## src/rtl/alu_pkg.sv

```systemverilog
// Shared ALU definitions: scheduler state encoding, slice width and requester-id width.
package alu_pkg;

  typedef enum logic [1:0] {
    IDLE = 2'd0,
    CALC = 2'd1,
    DONE = 2'd2
  } state_e;

  localparam int NIBBLE = 4;
  localparam int ID_W   = 1;

endpackage

```

## src/rtl/add_sub_sched_if.sv

```systemverilog
// Requester and result channels of the shared add/sub scheduler.
interface add_sub_sched_if #(
  parameter int WIDTH = 16
);
  logic             req0_valid;
  logic             req0_ready;
  logic [WIDTH-1:0] req0_a;
  logic [WIDTH-1:0] req0_b;
  logic             req0_m;
  logic             req1_valid;
  logic             req1_ready;
  logic [WIDTH-1:0] req1_a;
  logic [WIDTH-1:0] req1_b;
  logic             req1_m;
  logic             res_valid;
  logic             res_ready;
  logic [WIDTH-1:0] res_s;
  logic             res_c;
  logic             res_v;
  logic             res_id;

  modport master (
    output req0_valid, req0_a, req0_b, req0_m,
    output req1_valid, req1_a, req1_b, req1_m,
    output res_ready,
    input  req0_ready, req1_ready,
    input  res_valid, res_s, res_c, res_v, res_id
  );

  modport slave (
    input  req0_valid, req0_a, req0_b, req0_m,
    input  req1_valid, req1_a, req1_b, req1_m,
    input  res_ready,
    output req0_ready, req1_ready,
    output res_valid, res_s, res_c, res_v, res_id
  );
endinterface

```

## src/rtl/nibble_add_sub.sv

```systemverilog
// 4-bit ripple add/sub slice; b is inverted when m=1, c3 is the carry into bit 3.
module nibble_add_sub
  import alu_pkg::*;
(
  input  logic [NIBBLE-1:0] a,
  input  logic [NIBBLE-1:0] b,
  input  logic              m,
  input  logic              cin,
  output logic [NIBBLE-1:0] s,
  output logic              cout,
  output logic              c3
);
  logic [NIBBLE-1:0] bx;
  logic [3:0]        lo;
  logic [1:0]        hi;

  always_comb begin
    bx   = b ^ {NIBBLE{m}};
    lo   = {1'b0, a[2:0]} + {1'b0, bx[2:0]} + {3'b000, cin};
    hi   = {1'b0, a[3]} + {1'b0, bx[3]} + {1'b0, lo[3]};
    c3   = lo[3];
    s    = {hi[0], lo[2:0]};
    cout = hi[1];
  end
endmodule

```

## src/rtl/add_sub_sched.sv

```systemverilog
// Round-robin scheduler for two requesters sharing one nibble-serial add/sub slice;
// operands run LSB nibble first through a registered carry, result held until consumed.
module add_sub_sched
  import alu_pkg::*;
#(
  parameter int WIDTH = 16
) (
  input  logic            clk,
  input  logic            rst_n,
  add_sub_sched_if.slave  bus,
  output logic            busy
);
  localparam int N     = WIDTH / NIBBLE;
  localparam int IDX_W = (N > 1) ? $clog2(N) : 1;
  localparam logic [IDX_W-1:0] IDX_LAST = IDX_W'(N - 1);

  state_e            state_q, state_d;
  logic [IDX_W-1:0]  idx_q, idx_d;
  logic              carry_q, carry_d;
  logic [ID_W-1:0]   last_grant_q, last_grant_d;
  logic [WIDTH-1:0]  a_q, a_d, b_q, b_d, s_q, s_d;
  logic              m_q, m_d, v_q, v_d;
  logic [ID_W-1:0]   id_q, id_d;

  logic [ID_W-1:0]   grant;
  logic              accept;
  logic [NIBBLE-1:0] nib_a, nib_b, nib_s;
  logic              nib_cout, nib_c3;

  // Tie goes to whoever did not win last time.
  always_comb begin
    grant = '0;
    if (bus.req0_valid && bus.req1_valid) grant = ~last_grant_q;
    else if (bus.req1_valid)              grant = ID_W'(1);
  end

  assign bus.req0_ready = (state_q == IDLE) && bus.req0_valid && (grant == ID_W'(0));
  assign bus.req1_ready = (state_q == IDLE) && bus.req1_valid && (grant == ID_W'(1));
  assign accept         = bus.req0_ready || bus.req1_ready;

  assign nib_a = a_q[idx_q*NIBBLE +: NIBBLE];
  assign nib_b = b_q[idx_q*NIBBLE +: NIBBLE];

  nibble_add_sub u_slice (
    .a    (nib_a),
    .b    (nib_b),
    .m    (m_q),
    .cin  (carry_q),
    .s    (nib_s),
    .cout (nib_cout),
    .c3   (nib_c3)
  );

  always_comb begin
    state_d      = state_q;
    idx_d        = idx_q;
    carry_d      = carry_q;
    last_grant_d = last_grant_q;
    a_d          = a_q;
    b_d          = b_q;
    m_d          = m_q;
    id_d         = id_q;
    s_d          = s_q;
    v_d          = v_q;
    case (state_q)
      IDLE: begin
        if (accept) begin
          a_d          = (grant == ID_W'(1)) ? bus.req1_a : bus.req0_a;
          b_d          = (grant == ID_W'(1)) ? bus.req1_b : bus.req0_b;
          m_d          = (grant == ID_W'(1)) ? bus.req1_m : bus.req0_m;
          carry_d      = (grant == ID_W'(1)) ? bus.req1_m : bus.req0_m;
          id_d         = grant;
          idx_d        = '0;
          last_grant_d = grant;
          state_d      = CALC;
        end
      end
      CALC: begin
        s_d[idx_q*NIBBLE +: NIBBLE] = nib_s;
        carry_d = nib_cout;
        idx_d   = idx_q + 1'b1;
        if (idx_q == IDX_LAST) begin
          v_d     = nib_c3 ^ nib_cout;
          idx_d   = '0;
          state_d = DONE;
        end
      end
      DONE: begin
        if (bus.res_ready) state_d = IDLE;
      end
      default: state_d = IDLE;
    endcase
  end

  always_ff @(posedge clk or negedge rst_n) begin
    if (!rst_n) begin
      state_q      <= IDLE;
      idx_q        <= '0;
      carry_q      <= 1'b0;
      last_grant_q <= ID_W'(1);
      a_q          <= '0;
      b_q          <= '0;
      m_q          <= 1'b0;
      id_q         <= '0;
      s_q          <= '0;
      v_q          <= 1'b0;
    end else begin
      state_q      <= state_d;
      idx_q        <= idx_d;
      carry_q      <= carry_d;
      last_grant_q <= last_grant_d;
      a_q          <= a_d;
      b_q          <= b_d;
      m_q          <= m_d;
      id_q         <= id_d;
      s_q          <= s_d;
      v_q          <= v_d;
    end
  end

  assign bus.res_valid = (state_q == DONE);
  assign bus.res_s     = s_q;
  assign bus.res_c     = carry_q;
  assign bus.res_v     = v_q;
  assign bus.res_id    = id_q;
  assign busy          = (state_q != IDLE);
endmodule

```

## src/flat_wrapper.sv

```systemverilog
// flat-port wrapper written by rule: the top's interface ports become plain ports
module add_sub_sched_flat import alu_pkg::*;
#(
  parameter int WIDTH = 16
)
  (clk, rst_n, busy, bus_req0_valid, bus_req0_a, bus_req0_b, bus_req0_m, bus_req1_valid, bus_req1_a, bus_req1_b, bus_req1_m, bus_res_ready, bus_req0_ready, bus_req1_ready, bus_res_valid, bus_res_s, bus_res_c, bus_res_v, bus_res_id);
  add_sub_sched_if #(.WIDTH(WIDTH)) bus_i ();
  input  logic clk;
  input  logic rst_n;
  output logic busy;
  input wire logic [$bits(bus_i.req0_valid)-1:0] bus_req0_valid;
  input wire logic [$bits(bus_i.req0_a)-1:0] bus_req0_a;
  input wire logic [$bits(bus_i.req0_b)-1:0] bus_req0_b;
  input wire logic [$bits(bus_i.req0_m)-1:0] bus_req0_m;
  input wire logic [$bits(bus_i.req1_valid)-1:0] bus_req1_valid;
  input wire logic [$bits(bus_i.req1_a)-1:0] bus_req1_a;
  input wire logic [$bits(bus_i.req1_b)-1:0] bus_req1_b;
  input wire logic [$bits(bus_i.req1_m)-1:0] bus_req1_m;
  input wire logic [$bits(bus_i.res_ready)-1:0] bus_res_ready;
  output wire logic [$bits(bus_i.req0_ready)-1:0] bus_req0_ready;
  output wire logic [$bits(bus_i.req1_ready)-1:0] bus_req1_ready;
  output wire logic [$bits(bus_i.res_valid)-1:0] bus_res_valid;
  output wire logic [$bits(bus_i.res_s)-1:0] bus_res_s;
  output wire logic [$bits(bus_i.res_c)-1:0] bus_res_c;
  output wire logic [$bits(bus_i.res_v)-1:0] bus_res_v;
  output wire logic [$bits(bus_i.res_id)-1:0] bus_res_id;
  assign bus_i.req0_valid = bus_req0_valid;
  assign bus_i.req0_a = bus_req0_a;
  assign bus_i.req0_b = bus_req0_b;
  assign bus_i.req0_m = bus_req0_m;
  assign bus_i.req1_valid = bus_req1_valid;
  assign bus_i.req1_a = bus_req1_a;
  assign bus_i.req1_b = bus_req1_b;
  assign bus_i.req1_m = bus_req1_m;
  assign bus_i.res_ready = bus_res_ready;
  assign bus_req0_ready = bus_i.req0_ready;
  assign bus_req1_ready = bus_i.req1_ready;
  assign bus_res_valid = bus_i.res_valid;
  assign bus_res_s = bus_i.res_s;
  assign bus_res_c = bus_i.res_c;
  assign bus_res_v = bus_i.res_v;
  assign bus_res_id = bus_i.res_id;
  add_sub_sched #(.WIDTH(WIDTH)) u_core (.clk(clk), .rst_n(rst_n), .bus(bus_i), .busy(busy));
endmodule
```

## config.mk

```make
export PLATFORM = sky130hd
export DESIGN_NAME = add_sub_sched_flat
export DESIGN_NICKNAME = d
export VERILOG_FILES = /design/src/rtl/alu_pkg.sv /design/src/rtl/add_sub_sched_if.sv /design/src/rtl/nibble_add_sub.sv /design/src/rtl/add_sub_sched.sv /design/src/flat_wrapper.sv
export SDC_FILE = /design/constraint.sdc
export NUM_CORES = 1
export LEC_CHECK = 0
export BUFFER_PORTS_ARGS = -buffer_cell sky130_fd_sc_hd__clkbuf_2
export CAP_MARGIN = 20
export CELL_PAD_IN_SITES_DETAIL_PLACEMENT = 1
export CELL_PAD_IN_SITES_GLOBAL_PLACEMENT = 2
export CORE_UTILIZATION = 29
export CTS_BUF_LIST = sky130_fd_sc_hd__clkbuf_2
export CTS_CLUSTER_DIAMETER = 80
export DETAILED_ROUTE_END_ITERATION = 10
export GPL_ROUTABILITY_DRIVEN = 1
export GPL_TIMING_DRIVEN = 1
export PLACE_DENSITY = 0.74
export SETUP_SLACK_MARGIN = 0.05
export SKIP_CTS_REPAIR_TIMING = 1
export SLEW_MARGIN = 20
export SYNTH_ARGS = -nofsm -noshare
export SYNTH_HDL_FRONTEND = slang
export SYNTH_SLANG_ARGS = --single-unit
```

## constraint.sdc

```tcl
create_clock -name clk -period 6 [get_ports clk]
set_input_delay 0 -clock clk [delete_from_list [all_inputs] [get_ports clk]]
set_output_delay 0 -clock clk [all_outputs]
set_load 0.01 [all_outputs]
```

After elaboration in Yosys (flattened, before gate mapping)
Cells that the tools add are included.
- flip-flop bits (word level): 57
- input bits: 71
- output and inout bits: 23
- logic and storage cells: 58
- add/sub/neg operators: 6
- equal/unequal tests: 6
- shift-type cells: 4
- mux-type cells: 15
- bitwise operators: 4
- reduce and logical (&&, ||, !) cells: 13
- operators with widths (cell ; number):
    negator 4 -> 34 bit ; 1
    variable shift 4 x 34 -> 16 bit, first input constant ; 1
    variable part select 4 x 34 -> 16 bit ; 1
    2-to-1 mux 16 bit ; 2
    variable part select 16 x 5 -> 4 bit ; 2
    bitwise mux 16 bit ; 1
    2-to-1 mux 2 bit ; 5
    one-hot mux 2 bit (3 select lines) ; 1
    AND reduction 2 bit ; 3
    logical AND 1 bit ; 5
    adder 3 x 3 -> 4 bit ; 1
    adder 4 x 1 -> 4 bit ; 1
    == test 2 bit, second input constant ; 2
    2-to-1 mux 1 bit ; 4
    inequality test 2 x 1 -> 1 bit, second input constant ; 2
    one-hot mux 2 bit (2 select lines) ; 1
    nonzero test 2 bit ; 2
    XOR 4 bit ; 1
    AND reduction 3 bit ; 1
    adder 1 x 1 -> 2 bit ; 1
    adder 2 x 1 -> 2 bit ; 1
    adder 2 x 1 -> 2 bit, second input constant ; 1
    == test 2 x 1 -> 1 bit, second input constant ; 1
    logical NOT 2 bit ; 1
    5 further kinds ; 6

Logic depth before layout (Yosys ltp)
Gate-level depths: netlist of run 1.
- depth in word-level cells: 7
- depth in mapped cells: 9
- gate-level depth less buffers: 8

Cells and area by module
Synthesis of run 1 repeated with hierarchy kept, for this count alone.
- cells, all modules: 310
- area, all modules: 3027.9 um^2
- by module, submodules not included (module ; instances ; cells an instance ; area each (um^2) ; sequential area each (um^2)):
    add_sub_sched ; 1 ; 297 ; 2885.3 ; 1427.6
    nibble_add_sub ; 1 ; 13 ; 142.6 ; 0.0

Worst setup path after synthesis of run 1
No wires, ideal clock.
- kind: register to register
- from: register u_core.idx_q[0]
- to: register u_core.s_q[11] (netlist: u_core.bus.res_s[11])
- setup time: 0.127 ns
- data arrival time: 2.738 ns
- data required time: 5.873 ns
- setup slack: 3.135 ns
- stages on the path, launching flop included: 9
- path buffers: 1
- period minus slack after synthesis: 2.865 ns
- cells stage by stage: dfrtp_1 > buf_4 > mux4_2 > xnor2_1 > fa_1 > o21ai_0 > fa_1 > inv_1 > o21ai_0
- cells in the longest elaborated chain, start to end: 7
- elaborated cells between the ends (all ways): 11
- classes of those cells: add/sub: 5; shift: 4; mux: 1; bitwise: 1
- ends and longest elaborated chain (element ; RTL line ; text):
    start: declaration ; add_sub_sched.sv:18 ; logic [IDX_W-1:0] idx_q, idx_d;
    start signal: assignment ; add_sub_sched.sv:109 ; idx_q <= idx_d;
    variable part select 16 x 5 -> 4 bit ; add_sub_sched.sv:42 ; assign nib_b = b_q[idx_q*NIBBLE +: NIBBLE];
    XOR 4 bit ; nibble_add_sub.sv:18 ; bx = b ^ {NIBBLE{m}};
    adder 3 x 3 -> 4 bit ; nibble_add_sub.sv:19 ; lo = {1'b0, a[2:0]} + {1'b0, bx[2:0]} + {3'b000, cin};
    adder 4 x 1 -> 4 bit ; nibble_add_sub.sv:19 ;
    adder 2 x 1 -> 2 bit ; nibble_add_sub.sv:20 ; hi = {1'b0, a[3]} + {1'b0, bx[3]} + {1'b0, lo[3]};
    variable part select 4 x 34 -> 16 bit ; add_sub_sched.sv:79 ; s_d[idx_q*NIBBLE +: NIBBLE] = nib_s;
    bitwise mux 16 bit (*) ; add_sub_sched.sv:79 ;
    end signal: assignment ; add_sub_sched.sv:105 ; s_q <= '0;
    end signal: assignment ; add_sub_sched.sv:116 ; s_q <= s_d;
    end: declaration ; add_sub_sched.sv:21 ; logic [WIDTH-1:0] a_q, a_d, b_q, b_d, s_q, s_d;
Every way passes the cells marked *; elsewhere a longest branch is shown, timed or not.
A chain may end at the register's enable or synchronous reset.

Worst setup path in the final report of run 1
- from: register u_core.idx_q[0]
- to: register u_core.s_q[15] (netlist: u_core.bus.res_s[15])
The elaborated chain is that of the path after synthesis.

==> metrics, run 1 <==
Critical Setup Path Class reg -> reg; DRC viols 0; leakage component of the power around 2.1 nW; Top-Level Pins 94; parity-gate share of the synthesized area counting xor and xnor cells 1.79%; proportion of register bits with asynchronous set or reset after synthesis between 90% and 100%; HPWL Detailed 5340 um; total nets after synthesis 358; cell area after technology mapping 2930 um^2; deepest level of the CTS H-tree 3; number of different library cells in the post-synthesis netlist 34; Tcrit/Tclk final between 50% and 60%; CTS sink count 57; pre-CTS setup slack between 2000 and 3000 ps; compound-gate portion of the synthesized area about an eighth; floorplan die area between 10000 and 15000 um^2; total detailed-routing wirelength ~8000 um; RSZ-0062 raised after global routing no; number of buffers inserted during clock tree synthesis 9; first-pass GRT wire length roughly 11000 um; most common library cell in the layout ignoring fill and taps sky130_fd_sc_hd__clkbuf_2; synthesis warning total 0; std cell rows 36; Final min period between 3000 and 4000 ps; outcome finished clean; initial DRC count roughly 40; combinational family with the most area after synthesis multiplexers; Tot GR Track Use 14.4%; crit path setup slack, layout 2720 ps; Pwr per Cell Area between 400 and 500 nW/um^2; root buf cell sky130_fd_sc_hd__clkbuf_2; total number of vias about 2600; multiplexer share of the synthesized area between 10% and 20%; number of antenna violations at the first check in global routing 0; ratio of cells with drive above 1 in the final layout roughly 29%; number of synthesized flops with an enable pin 0; Worst Tran Pin Value about 730 ps; kind of start point of the critical path flip-flop; number of global-route vias before repair approximately 2300; type of element capturing the critical path flip-flop; Worst Path Arrival around 3600 ps; core footprint a little under 10000 um^2; synthesized instance count around 280; CTS Buffer Depth 2; area share of the leading cell type in the synthesized netlist a little under half; via count normalized by instance count about 4.6; maximum fanout count along the critical path 15; total of endpoints with negative setup slack in the final report 0; Adder-Cell Fraction of Synth Area about 5.5%; drt pass-1 iters 4; ranking of synthesized cells by area sky130_fd_sc_hd__dfrtp_1 48%, sky130_fd_sc_hd__mux2i_1 11%, sky130_fd_sc_hd__o21ai_0 8.4%, sky130_fd_sc_hd__nand2_1 7.3%, sky130_fd_sc_hd__mux4_2 6.1%; setup TNS after final layout 0 ps; clock tree from TritonCTS done; total of fill cells in the finished design between 1000 and 1500; post-route ant nets 0; Diodes inserted 0; Die H between 100 and 150 um; Clock Pin Slew Worst Setup and Hold Paths approximately 160 ps; worst vdd ir about 0.2 mV; total count of hold-check failures in the final report 0; starting utilization of the core area ~30%; Max-Slew Margin vs Limit 51.5%; overall overflow remaining after global route 0; critical path data required time approximately 6300 ps; combined area of the multi-input logic cells ~1400 um^2; register bit count reported by yosys 57; average routed wire per standard cell 13.8 um; mean post-synth cell area ~11 um^2; type of the most critical hold path in -> reg; layout-stage area growth over the synthesis result 47.8%; sequential-to-total area share from yosys stat approximately half; Slew Viols, Final 0; Fmax achieved a little over 0.3 GHz; RD Place Congestion 0.719; simple-gate share of the synthesized area about 11%; maximum number of pins on one net before global-route repair 67; count of buffers from port buffering 93; Post-synth top flop sky130_fd_sc_hd__dfrtp_1; clock latency at the later pin of the worst-skew pair roughly 460 ps; setup clock skew after layout between 30 and 40 ps; total area of sequential cells roughly 1400 um^2; most frequent cells in the layout 104 x sky130_fd_sc_hd__clkbuf_2, 70 x sky130_fd_sc_hd__dlygate4sd3_1, 57 x sky130_fd_sc_hd__nand2_1; post-synthesis cell type with the largest combined area sky130_fd_sc_hd__dfrtp_1; NumNets Final 520; number of violations of the max-capacitance limit 0; total chip power 2.08 mW; die width roughly 100 um
-- cell usage after synthesis (all sizes together) (3+ instances only) --
library cell	count
fa	3
dfrtp	56
nand2	58
buf	9
inv	9
xor2	4
ha	8
mux2i	33
o21ai	53
nor2	5
clkbuf	6
mux4	8
-- layer usage --
metal	vias up	wire length (um)	track usage [%]	share of wire [%]
met3	8	296	3.05	3.7
met1	1274	3540	19.5	44
li1	1277	-	-	-
met2	63	4040	21.7	51
met5	-	0	0	0
met4	0	92	6.92	1.2
-- final timing paths --
kind | startpoint | to | slack (ps) | cells past startpoint
min reg2reg | u_core.b_q[2]$_DFFE_PN0P_ | u_core.b_q[2]$_DFFE_PN0P_ | 500 | 2
max reg2reg | u_core.idx_q[0]$_DFFE_PN0P_ | u_core.bus.res_s[15]$_DFFE_PN0P_ | 2720 | 7
min | bus_req1_valid | u_core.bus.res_c$_DFFE_PN0P_ | 140 | 5
max | u_core.idx_q[0]$_DFFE_PN0P_ | u_core.bus.res_s[15]$_DFFE_PN0P_ | 2720 | 7
max in group asynchronous | rst_n | u_core.b_q[13]$_DFFE_PN0P_ | 5300 | 3
min in group asynchronous | rst_n | u_core.bus.res_s[0]$_DFFE_PN0P_ | 190 | 3
-- kinds of logic after synthesis --
group                      Yosys count
AOI/OAI and AO/OA                   63
adders and majority gates           11
DFF                                 57
muxes                               41
and+or+nand+nor                     74
buffers and inverters               24
xor gates and xnor gates             6
-- sequential cells by signal, summed over array words and instances (netlist names) --
| name | flops |
|---|---|
| u_core.bus.res_s | 16 |
| u_core.a_q | 16 |
| u_core.bus.res_v | 1 |
| u_core.bus.res_id | 1 |
| u_core.idx_q | 2 |
| u_core.b_q | 16 |
| u_core.bus.res_c | 1 |
| u_core.state_q | 2 |
| u_core.m_q | 1 |
| u_core.last_grant_q | 1 |
-- metrics by stage --
stage	std cells	hold WS [ps]	utilization [%]	instance area, um^2
floorplan	276	-296	-	2930
CTS	506	-375	37.2	3630
global route	576	110	44.3	4330
finish	576	139	44.3	4330
detailed placement	490	195	36.1	3530
global placement	490	191	36.1	3530
-- critical path, cell delays in order (launching register included) --
cell and delay (ps):
sky130_fd_sc_hd__dfrtp_1 820, sky130_fd_sc_hd__mux4_2 600, sky130_fd_sc_hd__xnor2_1 170, sky130_fd_sc_hd__fa_1 450, sky130_fd_sc_hd__o21ai_0 430, sky130_fd_sc_hd__fa_1 480
sky130_fd_sc_hd__inv_1 130, sky130_fd_sc_hd__o21ai_0 100
-- area by class of cell --
type / count / share of cell area (%)
multi-input combinational: 195 / 32.7
clock inverter: 5 / 1.07
sequential: 57 / 32.9
clock buffer: 11 / 1.27
inverter: 9 / 0.780
timing repair buffer: 166 / 27.4
tap: 133 / 3.84
-- power breakdown --
group / total [mW] / internal, mW / leakage, nW / switching [mW]
Sequential: 0.707 / 0.560 / 0.721 / 0.148
Combinational: 1.14 / 0.503 / 1.31 / 0.634
Clock: 0.232 / 0.0955 / 0.0684 / 0.136
Total: 2.08 / 1.16 / 2.10 / 0.918
Power figures use the tool's default switching activity.
==> run 2: changes to the inputs <==
clock period = 3.2 ns   (was 6 ns; I/O delays follow)
==> run 2 against run 1 <==
Net effect:
- non-clock buffer count is 2 higher
- clock-buffer cell count is 2 lower
- utilization is 0.45 points higher
- hold slack worse by 50 ps
- final cell count is 0.35% higher
- sequential share of layout area is 0.33 points lower
- global-route usage is 0.61 points higher
- die area stayed put
- highest routed layer unchanged
- clock skew is 5.1 ps higher
- maximum frequency is 18% higher
- sequential cell count stayed put
- largest power group unchanged
==> metrics, run 2 (synthesis gave the netlist of run 1 again) <==
outcome finished clean; Critical Setup Path Class reg -> reg; HPWL Detailed 5390 um (+0.84%); delay of the slowest critical-path stage 560 ps (-260 ps); NumNets Final 522 (+0.38%); Tcrit/Tclk final 86.6% (+32 points); CTS Buffer Depth 2 (unchanged); via count normalized by instance count 4.50 (-1.1%); number of global-route vias before repair 2330 (+1.4%); routed wire length on met3 302 um (+2.0%); uppermost signal routing layer after detailed routing met4; total count of hold-check failures in the final report 0 (unchanged); initial DRC count 69 (+68%); setup clock skew after layout 39.1 ps (+5.13 ps); die width 103 um (unchanged); layout-stage area growth over the synthesis result 49.3%; total of endpoints with negative setup slack in the final report 0 (unchanged); total detailed-routing wirelength 7890 um (-0.97%); setup TNS after final layout 0 ps (unchanged); Die H 103 um (unchanged); overall overflow remaining after global route 0 (unchanged); clock tree from TritonCTS done; Final min period 2770 ps (-505 ps); CTS sink count 57 (unchanged); first-pass GRT wire length 11700 um (+3.3%); drt pass-1 iters 4 (unchanged); worst-path cell with the longest stage delay sky130_fd_sc_hd__fa_1; DRC viols 0 (unchanged); Top-Level Pins 94 (unchanged); Worst Path Arrival 3150 ps (-460 ps); Slew Viols, Final 0 (unchanged); post-route ant nets 0 (unchanged); Pwr per Cell Area 915 nW/um^2 (+91%); maximum fanout count along the critical path 12 (-3); total chip power 4.00 mW (+93%); root buf cell sky130_fd_sc_hd__clkbuf_2; Tot GR Track Use 15.0% (+0.61 points); ratio of cells with drive above 1 in the final layout 29.2% (+0.55 points); critical path data required time 3580 ps (-2750 ps); average routed wire per standard cell 13.7 um (-1.3%); total number of vias 2601 (-0.80%); number of antenna violations at the first check in global routing 0 (unchanged); Fmax achieved 0.361 GHz (+18%); sum of routed wire segments on met1 3550 um (+0.25%); detailed route wirelength on metal2 3940 um (-2.5%); count of buffers from port buffering 93 (unchanged); type of element capturing the critical path flip-flop; worst vdd ir 0.342 mV (+66%); Diodes inserted 0 (unchanged); most frequent cells in the layout 102 x sky130_fd_sc_hd__clkbuf_2, 70 x sky130_fd_sc_hd__dlygate4sd3_1, 57 x sky130_fd_sc_hd__nand2_1; Max-Slew Margin vs Limit 51.2% (-0.33 points); leakage component of the power 2.12 nW (+0.87%); RSZ-0062 raised after global routing no; number of violations of the max-capacitance limit 0 (unchanged); number of buffers inserted during clock tree synthesis 9 (unchanged); Final Instance Count excl. Fillers 578 (+0.35%); core footprint 9770 um^2 (unchanged); kind of start point of the critical path flip-flop; crit path setup slack, layout 430 ps (-2300 ps); Clock Pin Slew Worst Setup and Hold Paths 170 ps (about the same); floorplan die area 10500 um^2 (unchanged); Worst Tran Pin Value 732 ps (+5.01 ps); RD Place Congestion 0.705 (-2.0%); pre-CTS setup slack 315 ps (-2350 ps); type of the most critical hold path in -> reg; clock latency at the later pin of the worst-skew pair 490 ps (+30 ps); critical path, cell by cell buf_4 -> mux4_2 -> ha_1 -> a21oi_1 -> o21ai_1 -> fa_1 -> inv_1 -> o21ai_0; maximum number of pins on one net before global-route repair 67 (unchanged); std cell rows 36 (unchanged); placed insts 492 (+0.41%); starting utilization of the core area 30.0% (unchanged); deepest level of the CTS H-tree 3 (unchanged); slack of the worst reg-to-reg path 430 ps (-2300 ps); most common library cell in the layout ignoring fill and taps sky130_fd_sc_hd__clkbuf_2
[run 2: routing by layer]
layer / vias up / global-route usage (%)
met4: 0 / 6.59
li1: 1279 / -
met2: 63 / 23.1
met1: 1250 / 20.2
met3: 9 / 3.25
met5: - / 0
[run 2: worst paths after layout]
kind,start,endpoint,depth (start not counted)
setup / recovery,u_core.idx_q[0]$_DFFE_PN0P_,u_core.bus.res_s[7]$_DFFE_PN0P_,8
hold / removal,bus_req1_valid,u_core.bus.res_c$_DFFE_PN0P_,5
setup reg to reg,u_core.idx_q[0]$_DFFE_PN0P_,u_core.bus.res_s[7]$_DFFE_PN0P_,8
hold reg to reg,u_core.bus.res_s[1]$_DFFE_PN0P_,u_core.bus.res_s[1]$_DFFE_PN0P_,2
max in group asynchronous,rst_n,u_core.b_q[7]$_DFFE_PN0P_,3
min in group asynchronous,rst_n,u_core.bus.res_s[10]$_DFFE_PN0P_,3
[run 2: layout make-up]
cell class / count / area, um^2
tap: 133 / 166
fill: 1142 / 5400
timing repair buffer: 168 / 1200
clock buffer: 9 / 45.0
multi-input combinational: 195 / 1420
clock inverter: 7 / 85.1
inverter: 9 / 33.8
sequential: 57 / 1430
[run 2: through the flow]
stage	util, %	instance area, um^2	hold slack [ps]
2_1_floorplan	-	2930	-296
3_3_place_gp	36.3	3550	190
3_5_place_dp	36.3	3550	196
4_1_cts	37.6	3680	-380
5_1_grt	44.8	4380	89.6
6_report	44.8	4380	88.7
[run 2: critical path: cells and delay by family (launching register included)]
kind | cells | cell delay, ps
adders and majority gates | 2 | 890
DFF | 1 | 480
buffers and inverters | 2 | 330
muxes | 1 | 520
AOI/OAI and AO/OA | 3 | 470
[run 2: power by group]
part           internal (mW)  switching, mW  total [mW]
clock                  0.251          0.274       0.525
sequential              1.05          0.226        1.28
combinational          0.957           1.25        2.20
total                   2.26           1.75        4.00
==> run 3: changes to the inputs <==
ABC_AREA = 1   (was unset)
PLACE_DENSITY = 0.81   (was 0.74)
==> run 3 against run 2 <==
Net effect:
- combinational power increased by 11%
- utilization decreased by 2.4 points
- clock power decreased by 16%
- clock-buffer cell count increased by 1
- die area increased by 9.1%
- worst setup slack improved by 9.6 ps
- via count increased by 30%
- register-to-register slack about the same
- first-iteration DRC count increased by 20%
- clock skew decreased by 17 ps
- maximum frequency increased by 0.35%
- sequential share of layout area decreased by 1.4 points
- largest cell class is now multi-input combinational cells
==> metrics, run 3 <==
Max-Slew Margin vs Limit 40.8% (-10 points); detailed route wirelength on metal2 4850 um (+23%); combinational group share of total power 59.2% (+4.2 points); placed insts 660 (+34%); leakage component of the power 2.50 nW (+18%); pre-CTS setup slack 446 ps (+131 ps); uppermost signal routing layer after detailed routing met4; ratio of cells with drive above 1 in the final layout 19.8% (-9.4 points); floorplan die area 11500 um^2 (+9.1%); total of fill cells in the finished design 1393 (+22%); DRC viols 0 (unchanged); die width 107 um (+4.4%); synthesized instance count 442 (+60%); post-route ant nets 0 (unchanged); Tot GR Track Use 16.0% (+1.0 points); Reg2Reg Depth 10 (+2); Slew Viols, Final 0 (unchanged); std cell rows 38 (+5.6%); deepest level of the CTS H-tree 3 (unchanged); Net Switching 1.97 mW (+13%); maximum number of pins on one net before global-route repair 46 (-31%); CTS Buffer Depth 2 (unchanged); root buf cell sky130_fd_sc_hd__clkbuf_2; routed wire length on met3 289 um (-4.3%); Final Instance Count excl. Fillers 747 (+29%); clock tree from TritonCTS done; via count normalized by instance count 4.51 (+0.28%); synthesis warning total 0 (unchanged); number of violations of the max-capacitance limit 0 (unchanged); hold_ws 22.1 ps (-66.6 ps); most common library cell in the layout ignoring fill and taps sky130_fd_sc_hd__nand2_1; number of synthesized flops with an enable pin 0 (unchanged); total detailed-routing wirelength 9450 um (+20%); Pwr per Cell Area 904 nW/um^2 (-1.2%); Worst Path Arrival 3180 ps (+30 ps); reg-to-reg critical path startpoint u_core.idx_q[0]$_DFFE_PN0P_; number of antenna violations at the first check in global routing 0 (unchanged); NumNets Final 685 (+31%); Die H 107 um (+4.4%); initial DRC count 83 (+20%); Worst Hold Depth 7 (+2); total number of vias 3371 (+30%); average routed wire per standard cell 12.7 um (-7.3%); top post-synthesis cells by count 231 x sky130_fd_sc_hd__nand2_1, 56 x sky130_fd_sc_hd__dfrtp_1, 28 x sky130_fd_sc_hd__inv_1; first-pass GRT wire length 14400 um (+23%); critical path data required time 3610 ps (+30 ps); switching portion of total power 47.6% (+4.0 points); instance area at placement 3750 um^2 (+5.8%); internal power consumption 2.17 mW (-4.1%); count of buffers from port buffering 93 (unchanged); outcome finished clean; total count of hold-check failures in the final report 0 (unchanged); number of different library cells in the post-synthesis netlist 27 (-21%); CTS sink count 57 (unchanged); count leader, synth sky130_fd_sc_hd__nand2_1; overall overflow remaining after global route 0 (unchanged); post-synthesis cell type with the largest combined area sky130_fd_sc_hd__dfrtp_1; Hold Path End u_core.bus.res_c$_DFFE_PN0P_; mean post-synth cell area 7.25 um^2 (-32%); setup TNS after final layout 0 ps (unchanged); Fmax achieved 0.362 GHz (+0.35%); type of element capturing the critical path flip-flop; Post-synth top flop sky130_fd_sc_hd__dfrtp_1; kind of start point of the critical path flip-flop; worst vdd ir 0.353 mV (+3.2%); maximum fanout count along the critical path 28 (+16); total chip power 4.13 mW (+3.2%); core footprint 10800 um^2 (+10%); Final min period 2760 ps (-9.62 ps); sequential-to-total area share from yosys stat 44.6% (-4.1 points); proportion of register bits with asynchronous set or reset after synthesis 100% (unchanged); Worst Tran Pin Value 888 ps (+156 ps); RD Place Congestion 0.766 (+8.6%); RSZ-0062 raised after global routing no; sum of routed wire segments on met1 4120 um (+16%); number of global-route vias before repair 3112 (+34%); cell area after technology mapping 3200 um^2 (+9.3%); layout-stage area growth over the synthesis result 42.7%; Critical Setup Path Class reg -> reg; total nets after synthesis 524 (+46%); drt pass-1 iters 4 (unchanged); register bit count reported by yosys 57 (unchanged); final cell utilization of the core 42.3% (-2.4 points); final design instance area without fill 4570 um^2 (+4.4%); Seq pwr share 30.1% (-1.8 points); Top-Level Pins 94 (unchanged); starting utilization of the core area 29.7% (-0.31 points); setup clock skew after layout 21.7 ps (-17.4 ps); type of the most critical hold path in -> reg; Tcrit/Tclk final 86.3% (-0.30 points); area share of the leading cell type in the synthesized netlist 43.8% (-4.1 points); total of endpoints with negative setup slack in the final report 0 (unchanged); Clock Pin Slew Worst Setup and Hold Paths 160 ps (about the same); ranking of synthesized cells by area sky130_fd_sc_hd__dfrtp_1 44%, sky130_fd_sc_hd__nand2_1 27%, sky130_fd_sc_hd__o21ai_0 3.8%, sky130_fd_sc_hd__inv_1 3.3%, sky130_fd_sc_hd__ha_1 3.1%; most frequent cells in the layout 231 x sky130_fd_sc_hd__nand2_1, 102 x sky130_fd_sc_hd__clkbuf_2, 72 x sky130_fd_sc_hd__dlygate4sd3_1; slack of the worst reg-to-reg path 440 ps (about the same); number of buffers inserted during clock tree synthesis 9 (unchanged); start point of the worst min-delay path bus_req1_m; crit path setup slack, layout 439 ps (+9.62 ps); Crit Reg-Reg Endpoint u_core.bus.res_s[6]$_DFFE_PN0P_; part of the power in the clock network 10.6% (-2.5 points); Diodes inserted 0 (unchanged); clock latency at the later pin of the worst-skew pair 500 ps (about the same); HPWL Detailed 6690 um (+24%)
## run 3: changes by cell type in the layout (fill, tap and decap cells not counted), moves of 4 or more
cell,change
sky130_fd_sc_hd__a21oi_1,+7
sky130_fd_sc_hd__inv_1,+19
sky130_fd_sc_hd__inv_2,+5
sky130_fd_sc_hd__mux2i_1,-33
sky130_fd_sc_hd__mux4_2,-8
sky130_fd_sc_hd__nand2_1,+174
sky130_fd_sc_hd__nand3_1,+18
sky130_fd_sc_hd__o21ai_0,-23
sky130_fd_sc_hd__o21ai_1,+13
sky130_fd_sc_hd__o21ai_2,-4
## run 3: kinds of logic after synthesis
| logic type | after synthesis | share of synthesized area (%) |
|---|---|---|
| adders and majority gates | 11 | 5.00 |
| xor gates and xnor gates | 6 | 1.64 |
| DFF | 57 | 44.6 |
| and+or+nand+nor | 267 | 33.3 |
| AOI/OAI and AO/OA | 50 | 8.01 |
| buffers and inverters | 51 | 7.46 |
## run 3: area by class of cell
type	instances	area (um^2)	area share (%)
well taps	140	175	3.83
clock inverters	5	47.5	1.04
multi-input cells	334	1540	33.6
flip-flops and latches	57	1430	31.2
clock buffers	10	50.0	1.10
repair buffers	168	1210	26.5
inverters	33	124	2.71
## run 3: worst max-delay path by stage
| stage | start | endpoint | slack (ps) | cells past startpoint |
|---|---|---|---|---|
| 4_1_cts | u_core.idx_q[0]$_DFFE_PN0P_ | u_core.bus.res_s[6]$_DFFE_PN0P_ | 400 | 10 |
| 3_5_place_dp | u_core.idx_q[0]$_DFFE_PN0P_ | u_core.bus.res_s[6]$_DFFE_PN0P_ | 450 | 10 |
| 2_1_floorplan | u_core.idx_q[0]$_DFFE_PN0P_ | u_core.bus.res_s[15]$_DFFE_PN0P_ | 620 | 13 |
| 5_1_grt | u_core.idx_q[0]$_DFFE_PN0P_ | u_core.bus.res_s[7]$_DFFE_PN0P_ | 160 | 11 |
| 3_3_place_gp | u_core.idx_q[0]$_DFFE_PN0P_ | u_core.bus.res_s[7]$_DFFE_PN0P_ | 570 | 11 |
| 6_report | u_core.idx_q[0]$_DFFE_PN0P_ | u_core.bus.res_s[6]$_DFFE_PN0P_ | 440 | 10 |
## run 3: worst max-delay path, cell delays in order (launching register included)
cell                      delay, ps
sky130_fd_sc_hd__dfrtp_1        420
sky130_fd_sc_hd__inv_2          320
sky130_fd_sc_hd__nand2_1        120
sky130_fd_sc_hd__nand3_1         90
sky130_fd_sc_hd__nand2_1         70
sky130_fd_sc_hd__xor2_1         150
sky130_fd_sc_hd__fa_1           440
sky130_fd_sc_hd__fa_1           400
sky130_fd_sc_hd__xnor2_1        320
sky130_fd_sc_hd__nand3_1        150
sky130_fd_sc_hd__o21ai_0        210
## run 3: layer usage
layer	global-route usage [%]	up-vias
met3	2.67	20
met2	27.1	66
met4	6.36	0
met5	0	-
li1	-	1693
met1	20.3	1592
## run 3: power groups by stage
stage          Clock, mW  Sequential, mW  Combinational, mW
4_1_cts            0.454            1.25               2.34
2_1_floorplan          0            1.23               1.69
5_1_grt            0.487            1.28               2.82
3_5_place_dp           0            1.26               2.34
6_report           0.440            1.25               2.45
3_3_place_gp           0            1.25               2.24
